$ cat config.mk
export PLATFORM = sky130hd
export DESIGN_NAME = error_report_arbiter
export DESIGN_NICKNAME = d
export VERILOG_FILES = /design/src/rtl/error_report_arbiter.sv
export SDC_FILE = /design/constraint.sdc
export NUM_CORES = 1
export LEC_CHECK = 0
export CORE_AREA = 4 4 179 181
export DETAILED_ROUTE_END_ITERATION = 7
export DIE_AREA = 0 0 183 185
export PLACE_DENSITY = 0.85
export SETUP_SLACK_MARGIN = 0.02
export SYNTH_ARGS = -nofsm -noshare
export SYNTH_HDL_FRONTEND = slang
export SYNTH_SLANG_ARGS = --single-unit
$ cat constraint.sdc
create_clock -name clk -period 7.15 [get_ports clk]
set_clock_uncertainty 0.2 [all_clocks]
set_input_delay 0.715 -clock clk [delete_from_list [all_inputs] [get_ports clk]]
set_output_delay 0.715 -clock clk [all_outputs]
set_load 0.03 [all_outputs]
$ cat src/rtl/error_report_arbiter.sv
// Collects single-cycle error pulses from independent detectors into one-entry
// slots and drains them round-robin to the logger, one record per cycle.
module error_report_arbiter #(
  parameter int         NUM_SRC     = 4,
  parameter logic [7:0] SRC_ID_BASE = 8'h10
) (
  input  logic                    clk,
  input  logic                    rst_n,
  input  logic [NUM_SRC-1:0]      src_valid,
  input  logic [NUM_SRC*8-1:0]    src_code,
  input  logic [NUM_SRC*12-1:0]   src_txn_id,
  input  logic [NUM_SRC*48-1:0]   src_addr,
  input  logic [NUM_SRC-1:0]      src_enable,
  input  logic [NUM_SRC-1:0]      overflow_clr,
  output logic                    error_valid,
  output logic [7:0]              error_code,
  output logic [11:0]             error_txn_id,
  output logic [47:0]             error_addr,
  output logic [7:0]              error_source_id,
  output logic [NUM_SRC-1:0]      pending,
  output logic [NUM_SRC-1:0]      overflow,
  output logic [15:0]             drop_count
);

  localparam int IDX_W = (NUM_SRC > 1) ? $clog2(NUM_SRC) : 1;
  localparam int CNT_W = $clog2(NUM_SRC + 1);

  logic [7:0]  slot_code [NUM_SRC];
  logic [11:0] slot_txn  [NUM_SRC];
  logic [47:0] slot_addr [NUM_SRC];

  logic [IDX_W-1:0]   last_grant;
  logic [IDX_W-1:0]   grant_idx;
  logic               grant_vld;
  logic [NUM_SRC-1:0] capture;
  logic [NUM_SRC-1:0] granted;
  logic [NUM_SRC-1:0] drop;
  logic [CNT_W-1:0]   drop_num;
  logic [16:0]        drop_sum;

  // Round-robin search begins just after the most recently granted source.
  always_comb begin
    logic [IDX_W-1:0] idx;
    grant_vld = 1'b0;
    grant_idx = '0;
    idx       = '0;
    for (int k = 1; k <= NUM_SRC; k++) begin
      idx = IDX_W'((int'(last_grant) + k) % NUM_SRC);
      if (!grant_vld && pending[idx]) begin
        grant_vld = 1'b1;
        grant_idx = idx;
      end
    end
  end

  always_comb begin
    capture  = '0;
    granted  = '0;
    drop     = '0;
    drop_num = '0;
    for (int i = 0; i < NUM_SRC; i++) begin
      capture[i] = src_valid[i] & src_enable[i] & (src_code[i*8 +: 8] != 8'h00);
      granted[i] = grant_vld && (grant_idx == IDX_W'(i));
      // A slot being granted this edge is free to take the new record.
      drop[i]    = capture[i] & pending[i] & ~granted[i];
      drop_num   = drop_num + CNT_W'(drop[i]);
    end
  end

  assign drop_sum = {1'b0, drop_count} + 17'(drop_num);

  always_ff @(posedge clk or negedge rst_n) begin
    if (!rst_n) begin
      error_valid     <= 1'b0;
      error_code      <= '0;
      error_txn_id    <= '0;
      error_addr      <= '0;
      error_source_id <= '0;
      pending         <= '0;
      overflow        <= '0;
      drop_count      <= '0;
      last_grant      <= IDX_W'(NUM_SRC - 1);
      for (int i = 0; i < NUM_SRC; i++) begin
        slot_code[i] <= '0;
        slot_txn[i]  <= '0;
        slot_addr[i] <= '0;
      end
    end else begin
      error_valid <= grant_vld;
      if (grant_vld) begin
        error_code      <= slot_code[grant_idx];
        error_txn_id    <= slot_txn[grant_idx];
        error_addr      <= slot_addr[grant_idx];
        error_source_id <= SRC_ID_BASE + 8'(grant_idx);
        last_grant      <= grant_idx;
      end
      for (int i = 0; i < NUM_SRC; i++) begin
        if (capture[i] && (!pending[i] || granted[i])) begin
          slot_code[i] <= src_code[i*8 +: 8];
          slot_txn[i]  <= src_txn_id[i*12 +: 12];
          slot_addr[i] <= src_addr[i*48 +: 48];
          pending[i]   <= 1'b1;
        end else if (granted[i]) begin
          pending[i] <= 1'b0;
        end
        if (drop[i])
          overflow[i] <= 1'b1;
        else if (overflow_clr[i])
          overflow[i] <= 1'b0;
      end
      drop_count <= drop_sum[16] ? 16'hFFFF : drop_sum[15:0];
    end
  end

endmodule

Yosys cells after proc, flatten, opt, wreduce, memory -nomap -nowiden
Index checks and enable logic that the tools add are counted.
{"block": "totals", "out_inout_bits": 101, "inputBits": 286, "n_memories": 0, "ramBits": 0, "register_bits": 375, "wordCells": 142, "mem_bits_ro": 0, "latchBits": 0}
{"block": "classes", "add_sub_neg": 9, "n_div": 0, "n_bitwise": 21, "multipliers": 0, "eq_ne": 3, "shifts": 0, "order_cmp": 5, "n_mux": 42, "n_reduce_logical": 35}
{"operator": "$bmux 48 s2", "n": 1}
{"operator": "$mux 48", "n": 2}
{"operator": "$reduce_bool 8->1", "n": 4}
{"operator": "$bmux 12 s2", "n": 1}
{"operator": "$mux 1", "n": 24}
{"operator": "$mux 12", "n": 2}
{"operator": "$add 16x3->17", "n": 1}
{"operator": "$and 1x1->1", "n": 16}
{"operator": "$bmux 8 s2", "n": 1}
{"operator": "$mux 16", "n": 1}
{"operator": "$mux 8", "n": 2}
{"operator": "$reduce_bool 2->1", "n": 8}
{"operator": "$lt 2x3->1 const B", "n": 4}
{"operator": "$logic_and 1x1->1", "n": 11}
{"operator": "$bmux 1 s2", "n": 4}
{"operator": "$mux 2", "n": 4}
{"operator": "$logic_not 1->1", "n": 7}
{"operator": "$add 5x2->6 const A", "n": 1}
{"operator": "$add 2x1->2 const B", "n": 2}
{"operator": "$add 2x2->2 const B", "n": 2}
{"operator": "$eq 2x2->1 const B", "n": 2}
{"operator": "$logic_or 1x1->1", "n": 4}
{"operator": "$not 1->1", "n": 4}
{"operator": "$add 2x1->3", "n": 1}
{"operator": "6 further kinds", "n": 6}

Longest topological paths before layout
Gate-level depths: netlist of run 1.
{"block": "logic_depth", "ltp_word": 22, "mapped_depth": 15, "ltp_nobuf": 14}

Worst setup path before layout of run 1
No wires, ideal clock.
{"block": "synth_timing", "path_type": "input to register", "startpoint": "input port src_code[1]", "endpoint": "register drop_count[13]", "setup_time_ps": 83, "path_buffers": 1, "stages": 14, "required_ps": 6867, "slack_ps": 3659, "t_arrival_ps": 3208, "cell_sequence": "nor4_1 nand2_1 nand3_1 nor2_1 fa_1 inv_1 fa_1 inv_1 fa_1 nand2_1 nor2_1 nand3_1 clkbuf_1 o21ai_0"}
{"block": "synth_via", "elab_chain_cells": 9}
{"item": "start: declaration", "line_no": "10", "rtl": "input logic [NUM_SRC*8-1:0] src_code,"}
{"item": "$reduce_bool 8->1", "line_no": "62", "rtl": "capture[i] = src_valid[i] & src_enable[i] & (src_code[i*8 +: 8] != 8'h00);"}
{"item": "$and 1x1->1", "line_no": "62"}
{"item": "$and 1x1->1 (2 in series)", "line_no": "65", "rtl": "drop[i] = capture[i] & pending[i] & ~granted[i];"}
{"item": "via drop[0]", "line_no": "37", "rtl": "logic [NUM_SRC-1:0] drop;"}
{"item": "$add 1x1->2", "line_no": "66", "rtl": "drop_num = drop_num + CNT_W'(drop[i]);"}
{"item": "$add 2x1->3", "line_no": "66"}
{"item": "$add 3x1->3", "line_no": "66"}
{"item": "$add 16x3->17", "line_no": "70", "rtl": "assign drop_sum = {1'b0, drop_count} + 17'(drop_num);"}
{"item": "$mux 16", "line_no": "111", "rtl": "drop_count <= drop_sum[16] ? 16'hFFFF : drop_sum[15:0];"}
{"item": "end signal: assignment", "line_no": "111"}
{"item": "end: declaration", "line_no": "22", "rtl": "output logic [15:0] drop_count"}
The timed path passes the listed nets, and every way through them passes these cells.
A chain may end at the register's enable or synchronous reset.

Worst setup path after layout of run 1
{"block": "layout_timing", "startpoint": "input port src_code[4]", "endpoint": "register drop_count[6]"}
The elaborated chain is that of the path after synthesis.

==> results of run 1 <==
## how the worst max path moves through the flow
stage | start | to | cells after the start
floorplan | src_code[1] | drop_count[13] | 14
global placement | src_code[4] | drop_count[13] | 14
detailed placement | src_code[4] | drop_count[6] | 14
CTS | src_code[4] | drop_count[6] | 14
global route | src_code[4] | drop_count[6] | 14
finish | src_code[4] | drop_count[6] | 14
## logic make-up after synthesis
logic type	after synthesis	share of synthesized area, %
compound gates	108	6.23
xor+xnor	8	0.431
fa+ha+maj	4	0.446
buf+inv	91	3.52
flops	370	57.0
mux	412	28.4
other cells	1	0.0231
simple gates	144	3.99
## area by class of cell
class / instances / area [um2] / share of cell area (%)
repair buffers: 396 / 3940 / 18.2
well taps: 396 / 495 / 2.29
clock buffers: 52 / 1150 / 5.31
clock inverters: 16 / 204 / 0.944
diodes: 8 / 20.0 / 0.0926
multi-input cells: 681 / 6500 / 30.1
flip-flops and latches: 370 / 9260 / 42.9
inverters: 11 / 41.3 / 0.191
## synthesized netlist by cell type, types with 3 or more instances
| master | count |
|---|---|
| a221oi_2 | 26 |
| and3_1 | 5 |
| nand2b_1 | 7 |
| buf_6 | 14 |
| inv_1 | 10 |
| buf_2 | 28 |
| nand2_1 | 60 |
| nor2_1 | 41 |
| nor2b_1 | 4 |
| mux2i_1 | 139 |
| mux2_4 | 40 |
| clkbuf_1 | 14 |
| dfrtp_1 | 368 |
| buf_4 | 24 |
| nand3_1 | 6 |
| xnor2_1 | 3 |
| o221ai_1 | 35 |
| or2_2 | 3 |
| mux2_1 | 4 |
| mux2_2 | 229 |
| nand4_1 | 3 |
| a221oi_1 | 7 |
| nor4_1 | 9 |
| o21ai_0 | 10 |
| a21oi_1 | 13 |
| xor2_1 | 5 |
| fa_1 | 3 |
## registers in the layout, summed over array words and instances, names as in the netlist
signal	cells
slot_addr	192
error_valid	1
drop_count	16
error_source_id	3
slot_code	32
error_addr	48
overflow	4
pending	4
slot_txn	48
error_txn_id	12
error_code	8
last_grant	2
## metal layers
layer	wire length (um)	share of wire (%)
met1	17500	39
met2	23000	51
met3	3260	7.2
met4	1390	3.1
met5	17	0.038
## where the power goes
part / switching, uW / internal [uW]
Combinational: 2330 / 2150
Sequential: 570 / 3030
Clock: 832 / 1280
## metrics by stage
stage,utilization [%],std cells,total power (uW)
after floorplan,-,1142,6670
after global placement,66.5,1854,7900
after detailed placement,66.5,1854,8070
after CTS,71.0,1922,10200
after global routing,71.0,1927,10700
final,71.0,1930,10200
==> impl_metrics.env, run 1 <==
export IMPL_gr_usage_met1_pct=32.1
export IMPL_avgSynthCellArea_um2=14.3
export IMPL_drive_gt1_share_pct=26.0
export IMPL_syn_area_um2=16300
export IMPL_core_um2=30400
export IMPL_gp_congestion=0.836
export IMPL_grt_most_used_layer="met2"
export IMPL_fillers=2024
export IMPL_clock_sinks=370
export IMPL_fin_crit_sh_pct=57.3
export IMPL_drc_errors=0
export IMPL_dr_pass1_iters=5
export IMPL_crit_path_cell_trace="clkdlybuf4s50_1 > nor4_1 > nand2_1 > nand3_1 > nor2_1 > fa_1 > inv_1 > fa_1 > inv_1 > fa_1 > nand2_1 > nor2_1 > nand3_1 > o21ai_0"
export IMPL_min_period_ns=4.09
export IMPL_antenna_found_initial=6
export IMPL_die_y_um=185
export IMPL_clock_path_buffers=3
export IMPL_clkLatencyLatePin_ns=0.51
export IMPL_nNetsFinal=1791
export IMPL_yosysWarnings=0
export IMPL_hp_class="primary input to asynchronous set/reset pin"
export IMPL_regToRegStartpoint="last_grant[0]"
export IMPL_grt_setup_unrepaired="no"
export IMPL_crit_arrival_ns=4.32
export IMPL_wl_mm=45.2
export IMPL_ioPinCount=387
export IMPL_viasPerCell=5.75
export IMPL_routedWlPerCell_um=23.4
export IMPL_yosys_area_top_type="dfrtp_1"
export IMPL_initial_core_util_pct=53.4
export IMPL_final_cell_mix="clkdlybuf4s50_1, dfrtp_1, mux2_2"
export IMPL_crit_path_end_kind="flop"
export IMPL_ant_nets=0
export IMPL_dpl_worst_slack_ns=2.53
export IMPL_worst_setup_path_type="primary input to flop"
export IMPL_grt_max_degree=109
export IMPL_setup_viol_count_final=0
export IMPL_cts_setup_buffers=0
export IMPL_final_common_cell="clkdlybuf4s50_1"
export IMPL_worst_pin_slew_ns=1.18
export IMPL_die_area_um2=33900
export IMPL_cp_slowest_cell="fa_1"
export IMPL_grt_usage_pct=26.1
export IMPL_slew_viol_final=0
export IMPL_crit_family="simple AND/OR/NAND/NOR gates"
export IMPL_setup_ws_ns=3.06
export IMPL_fin_setup_tns_ns=0
export IMPL_ctsHoldBuffers=0
export IMPL_ir_worst_vdd_uv=319
export IMPL_crit_fanout=13
export IMPL_drv_cap=0
export IMPL_fp_row_count=64
export IMPL_ys_flop_type="dfrtp_1"
export IMPL_cts_resized_gates=0
export IMPL_hold_viol=0
export IMPL_r2r_cells=13
export IMPL_reg2reg_slack_ns=3.13
export IMPL_placed_area_um2=20200
export IMPL_cts_buffers_inserted=41
export IMPL_relSlewSlack_pct=21.3
export IMPL_drt_initial_drc_count=562
export IMPL_status="complete, no violations"
export IMPL_first_global_vias=12200
export IMPL_grt_pass1_wl_mm=69.2
export IMPL_port_buffer_count=381
export IMPL_grt_overflow=0
export IMPL_final_area_um2=21600
export IMPL_area_growth_pct=32.9
export IMPL_ys_types=50
export IMPL_vias=11100
export IMPL_die_w_um=183
export IMPL_regToRegEndpoint="drop_count[6]"
export IMPL_synth_edf_count=0
export IMPL_syn_inst=1138
export IMPL_cp_required_ns=7.37
export IMPL_ys_seq_area_share_pct=57.0
export IMPL_critPathMaxStageDelay_ns=0.51
export IMPL_cts_tree="yes"
export IMPL_hold_slack_ns=0.0514
export IMPL_start_kind="primary input"
export IMPL_dp_final_hpwl_mm=30.1
export IMPL_path_clk_slew_ns=0.06
export IMPL_crit_path_frequent_cell="fa_1"
export IMPL_synth_area_top_cells="dfrtp_1, mux2_2, mux2i_1"
export IMPL_cts_root_buf="clkbuf_16"
export IMPL_ys_ff_latch=370
export IMPL_async_reset_ff_share_pct=100
export IMPL_use_met2_pct=45.4
export IMPL_crit_buf_inv=3
export IMPL_netlist_area_leader_share_pct=56.6
export IMPL_met3_usage_pct=6.44
export IMPL_fmax_ghz=0.244
export IMPL_cellLeakagePower_uw=0.00938
export IMPL_power_density_nw_per_um2=471
export IMPL_h_tree_depth=2
Power figures use the tool's default switching activity.
==> run 2: changes to the inputs <==
--- a/config.mk
+++ b/config.mk
@@ -5,10 +5,10 @@
 export SDC_FILE = /design/constraint.sdc
 export NUM_CORES = 1
 export LEC_CHECK = 0
-export CORE_AREA = 4 4 179 181
+export CORE_AREA = 4 4 186 188
 export DETAILED_ROUTE_END_ITERATION = 7
-export DIE_AREA = 0 0 183 185
-export PLACE_DENSITY = 0.85
+export DIE_AREA = 0 0 190 192
+export PLACE_DENSITY = 0.79
 export SETUP_SLACK_MARGIN = 0.02
 export SYNTH_ARGS = -nofsm -noshare
 export SYNTH_HDL_FRONTEND = slang
==> constraint.sdc (replaced) <==
create_clock -name clk -period 3.9 [get_ports clk]
set_clock_uncertainty 0.2 [all_clocks]
set_input_delay 0.39 -clock clk [delete_from_list [all_inputs] [get_ports clk]]
set_output_delay 0.39 -clock clk [all_outputs]
set_load 0.03 [all_outputs]
==> impl_metrics.env, run 2 (synthesized netlist as in run 1, its figures left out) <==
export IMPL_status="complete, no violations"
export IMPL_power_frac_seq_pct=35.1
export IMPL_cellLeakagePower_uw=0.00949
export IMPL_dr_pass1_iters=4
export IMPL_path_clk_slew_ns=0.06
export IMPL_min_delay_start="overflow_clr[1]"
export IMPL_internal_power_uw=11900
export IMPL_min_period_ns=3.47
export IMPL_gp_congestion=0.838
export IMPL_core_um2=33100
export IMPL_cts_buffers_inserted=41
export IMPL_grt_usage_pct=24.1
export IMPL_fin_crit_sh_pct=89.0
export IMPL_hold_path_endpoint="overflow[1]"
export IMPL_relSlewSlack_pct=33.4
export IMPL_grt_setup_unrepaired="no"
export IMPL_routedWlPerCell_um=22.3
export IMPL_largest_reg_flops=192
export IMPL_critPathMaxStageDelay_ns=0.67
export IMPL_reg_largest_list="slot_addr (192), error_addr (48), slot_txn (48)"
export IMPL_cts_tree="yes"
export IMPL_dp_final_hpwl_mm=30.2
export IMPL_vias=11000
export IMPL_r2r_cells=15
export IMPL_initial_core_util_pct=49.1
export IMPL_regToRegStartpoint="last_grant[0]"
export IMPL_drive_gt1_share_pct=26.3
export IMPL_viasPerCell=5.48
export IMPL_power_frac_comb_pct=44.5
export IMPL_clock_path_buffers=3
export IMPL_crit_buf_inv=4
export IMPL_crit_path_frequent_cell="fa_1"
export IMPL_clkLatencyLatePin_ns=0.50
export IMPL_sw_frac_of_total_pct=36.3
export IMPL_min_path_cells=2
export IMPL_p_clk_share_pct=20.4
export IMPL_cp_required_ns=4.11
export IMPL_hold_slack_ns=0.263
export IMPL_die_y_um=192
export IMPL_grt_overflow=0
export IMPL_drc_errors=0
export IMPL_hold_viol=0
export IMPL_crit_family="adder cells"
export IMPL_grt_max_degree=114
export IMPL_drt_initial_drc_count=410
export IMPL_crit_path_end_kind="flop"
export IMPL_hp_class="primary input to flop"
export IMPL_h_tree_depth=2
export IMPL_final_common_cell="clkdlybuf4s50_1"
export IMPL_cts_setup_buffers=0
export IMPL_crit_fanout=16
export IMPL_fmax_ghz=0.288
export IMPL_cts_resized_gates=0
export IMPL_area_growth_pct=34.7
export IMPL_crit_arrival_ns=3.69
export IMPL_reg2reg_slack_ns=0.43
export IMPL_ctsHoldBuffers=1
export IMPL_setup_viol_count_final=0
export IMPL_grt_pass1_wl_mm=68.5
export IMPL_crit_path_cell_trace="nand2b_1 > a21oi_1 > o21ai_2 > nor2_1 > fa_1 > inv_1 > fa_1 > inv_1 > fa_1 > nand2_1 > nor2_1 > buf_4 > nand3_1 > buf_4 > o21ai_0"
export IMPL_cp_slowest_cell="dfstp_2"
export IMPL_cts_root_buf="clkbuf_16"
export IMPL_drv_cap=0
export IMPL_die_area_um2=36500
export IMPL_slew_viol_final=0
export IMPL_nNetsFinal=1805
export IMPL_wl_mm=44.6
export IMPL_ant_nets=0
export IMPL_port_buffer_count=381
export IMPL_die_w_um=190
export IMPL_start_kind="flop"
export IMPL_power_switching_uw=6770
export IMPL_clock_sinks=370
export IMPL_regToRegEndpoint="drop_count[13]"
export IMPL_antenna_found_initial=6
export IMPL_fp_row_count=67
export IMPL_first_global_vias=12000
export IMPL_fin_setup_tns_ns=0
export IMPL_regMostFlops="slot_addr"
export IMPL_worst_setup_path_type="flop to flop"
export IMPL_final_cell_mix="clkdlybuf4s50_1, dfrtp_1, mux2_2"
export IMPL_ioPinCount=387
export IMPL_worst_pin_slew_ns=0.999
export IMPL_ir_worst_vdd_uv=529
export IMPL_power_density_nw_per_um2=852
[run 2: worst max path at each step]
stage                       start        endpoint  slack, ns  depth (start not counted)
global placement      src_code[5]  drop_count[10]       0.05                         17
detailed placement    src_code[5]  drop_count[10]       0.05                         17
global route        last_grant[1]  drop_count[13]       0.14                         14
floorplan           last_grant[0]  drop_count[13]       0.51                         15
finish              last_grant[0]  drop_count[13]       0.43                         15
CTS                 last_grant[0]  drop_count[13]       0.42                         15
[run 2: metal layers]
metal  global-route usage [%]  part of all wire (%)
met1                     29.7                    39
met2                     41.2                    50
met3                     6.49                   7.3
met4                     8.15                   3.3
met5                        0                     0
[run 2: layout make-up]
class / instances / area, um2
Multi-Input combinational cell: 681 / 6500
Fill cell: 2415 / 11200
Antenna cell: 7 / 17.5
Sequential cell: 370 / 9260
Inverter: 11 / 41.3
Tap cell: 448 / 561
Clock buffer: 63 / 1230
Timing Repair Buffer: 410 / 4180
Clock inverter: 10 / 106
[run 2: through the flow]
| stage | utilization (%) | setup slack (ns) | area [um2] | total power [uW] | instances |
|---|---|---|---|---|---|
| floorplan | - | 0.512 | 16300 | 12200 | 1142 |
| global placement | 62.0 | 0.0515 | 20500 | 14700 | 1919 |
| detailed placement | 62.0 | 0.0467 | 20500 | 14900 | 1919 |
| CTS | 66.1 | 0.416 | 21900 | 18800 | 1993 |
| global route | 66.1 | 0.136 | 21900 | 19700 | 1999 |
| finish | 66.1 | 0.428 | 21900 | 18600 | 2000 |
[run 2: power groups by stage]
stage	clock [uW]	combinational (uW)	sequential (uW)
floorplan	0	5140	7080
finish	3810	8300	6530
global route	4040	8890	6730
detailed placement	0	8380	6570
global placement	0	8190	6480
CTS	3880	8410	6520
[run 2: worst reg2reg max path, cell delays in order (launching register included)]
cell and delay, ns:
dfstp_2 0.67, nand2b_1 0.18, a21oi_1 0.09, o21ai_2 0.25
nor2_1 0.10, fa_1 0.51, inv_1 0.05, fa_1 0.38
inv_1 0.08, fa_1 0.18, nand2_1 0.07, nor2_1 0.11
buf_4 0.15, nand3_1 0.08, buf_4 0.19, o21ai_0 0.09
==> run 3: changes to the inputs <==
--- a/config.mk
+++ b/config.mk
@@ -5,10 +5,11 @@
 export SDC_FILE = /design/constraint.sdc
 export NUM_CORES = 1
 export LEC_CHECK = 0
-export CORE_AREA = 4 4 186 188
+export CORE_AREA = 4 4 182 184
+export CTS_BUF_LIST = sky130_fd_sc_hd__clkbuf_4
 export DETAILED_ROUTE_END_ITERATION = 7
-export DIE_AREA = 0 0 190 192
-export PLACE_DENSITY = 0.79
+export DIE_AREA = 0 0 186 188
+export PLACE_DENSITY = 0.85
 export SETUP_SLACK_MARGIN = 0.02
 export SYNTH_ARGS = -nofsm -noshare
 export SYNTH_HDL_FRONTEND = slang
==> impl_metrics.env, run 3 (synthesized netlist as in run 1, its figures left out) <==
export IMPL_crit_path_end_kind="flop"
export IMPL_first_global_vias=12800
export IMPL_path_clk_slew_ns=0.06
export IMPL_largest_reg_flops=192
export IMPL_crit_fanout=16
export IMPL_die_w_um=186
export IMPL_core_um2=31400
export IMPL_ioPinCount=387
export IMPL_cp_required_ns=4.29
export IMPL_die_area_um2=35000
export IMPL_drt_initial_drc_count=445
export IMPL_cellLeakagePower_uw=0.00951
export IMPL_cts_root_buf="clkbuf_4"
export IMPL_dr_pass1_iters=5
export IMPL_grt_setup_unrepaired="no"
export IMPL_grt_usage_pct=25.4
export IMPL_fin_crit_sh_pct=89.2
export IMPL_gp_congestion=0.826
export IMPL_crit_arrival_ns=3.87
export IMPL_clkLatencyLatePin_ns=0.72
export IMPL_worst_pin_slew_ns=0.949
export IMPL_antenna_found_initial=8
export IMPL_vias=11400
export IMPL_ir_worst_vdd_uv=594
export IMPL_clock_sinks=370
export IMPL_clock_path_buffers=3
export IMPL_wl_mm=44.7
export IMPL_grt_max_degree=98
export IMPL_cts_tree="yes"
export IMPL_final_common_cell="clkdlybuf4s50_1"
export IMPL_relSlewSlack_pct=36.8
export IMPL_die_y_um=188
export IMPL_dp_final_hpwl_mm=31.0
export IMPL_h_tree_depth=3
export IMPL_min_period_ns=3.48
export IMPL_grt_pass1_wl_mm=69.3
export IMPL_cts_buffers_inserted=95
export IMPL_fp_row_count=65
export IMPL_dpl_cell_count=1876
export IMPL_drc_errors=0
export IMPL_cts_resized_gates=0
export IMPL_fin_setup_tns_ns=0
export IMPL_nNetsFinal=1865
export IMPL_viasPerCell=5.59
export IMPL_regMostFlops="slot_addr"
export IMPL_fmax_ghz=0.288
export IMPL_ctsHoldBuffers=4
export IMPL_hold_viol=0
export IMPL_start_kind="flop"
export IMPL_reg_largest_list="slot_addr (192), error_addr (48), slot_txn (48)"
export IMPL_grt_overflow=0
export IMPL_port_buffer_count=381
export IMPL_cts_setup_buffers=0
export IMPL_drv_cap=0
export IMPL_initial_core_util_pct=51.8
export IMPL_area_growth_pct=33.0
export IMPL_drive_gt1_share_pct=29.8
export IMPL_routedWlPerCell_um=22.0
export IMPL_slew_viol_final=0
export IMPL_ant_nets=0
export IMPL_setup_viol_count_final=0
export IMPL_hp_class="primary input to asynchronous set/reset pin"
export IMPL_final_cell_mix="clkdlybuf4s50_1, dfrtp_1, mux2_2"
export IMPL_status="complete, no violations"
export IMPL_power_density_nw_per_um2=831
export IMPL_worst_setup_path_type="flop to flop"
export IMPL_fin_cells=2036
-- run 3: cell types whose count changed in the layout (fill, tap and decap cells not counted), moves of 3 or more --
cell           change
buf_4              +4
clkbuf_1          -10
clkbuf_16         -41
clkbuf_4         +133
clkbuf_8          -12
clkinv_1          +11
clkinv_2           -5
dlygate4sd3_1      +3
-- run 3: power breakdown --
part           switching (uW)  internal (uW)  total (uW)
logic                    4260           4030        8290
clock network            1500           1610        3110
registers                1020           5550        6570
-- run 3: worst max-delay path: stages (launching register included) --
cell,delay (ns)
dfstp_2,0.68
inv_1,0.11
o21ai_0,0.18
a21oi_1,0.15
and2_1,0.21
fa_1,0.48
inv_1,0.05
fa_1,0.38
inv_1,0.08
fa_1,0.18
nand2_1,0.07
nor2_1,0.12
buf_4,0.15
nand4_1,0.11
xor2_1,0.14
nand2_1,0.07
-- run 3: final cells by class --
cell class              count  area, um2
diodes                      8       20.0
clock buffers             133        998
clock inverters            15       83.8
fillers                  2152       9770
inverters                  11       41.3
multi-input cells         681       6500
flip-flops and latches    370       9260
well taps                 402        503
repair buffers            416       4220
-- run 3: per-layer routing --
| layer | routed length [um] | up-vias | global-route usage, % |
|---|---|---|---|
| met5 | 0 | - | 0 |
| met3 | 3420 | 103 | 8.17 |
| met4 | 1460 | 0 | 10.7 |
| met2 | 22400 | 413 | 42.7 |
| met1 | 17400 | 5818 | 29.9 |
| li1 | - | 5057 | - |
-- run 3: metrics by stage --
| step | area (um2) | util (%) | power, uW | hold slack, ns | setup WS [ns] |
|---|---|---|---|---|---|
| global placement | 20500 | 65.2 | 14600 | 0.258 | 0.152 |
| detailed placement | 20500 | 65.2 | 14900 | 0.264 | 0.0524 |
| global route | 21600 | 68.9 | 19000 | 0.0139 | 0.0929 |
| finish | 21600 | 68.9 | 18000 | 0.0753 | 0.423 |
| floorplan | 16300 | - | 12200 | -0.106 | 0.512 |
| CTS | 21600 | 68.8 | 18100 | 0.00622 | 0.407 |
-- run 3: final timing paths --
| path | from | endpoint | slack [ns] | cells past startpoint |
|---|---|---|---|---|
| hold / removal | rst_n | drop_count[14] | 0.08 | 2 |
| max in group asynchronous | rst_n | slot_addr[129] | 2.48 | 3 |
| setup reg to reg | last_grant[0] | drop_count[10] | 0.42 | 15 |
| hold reg to reg | error_source_id[0] | error_source_id[0] | 0.29 | 2 |
| setup / recovery | last_grant[0] | drop_count[10] | 0.42 | 15 |
| min in group clk | src_txn_id[30] | slot_txn[18] | 0.08 | 2 |
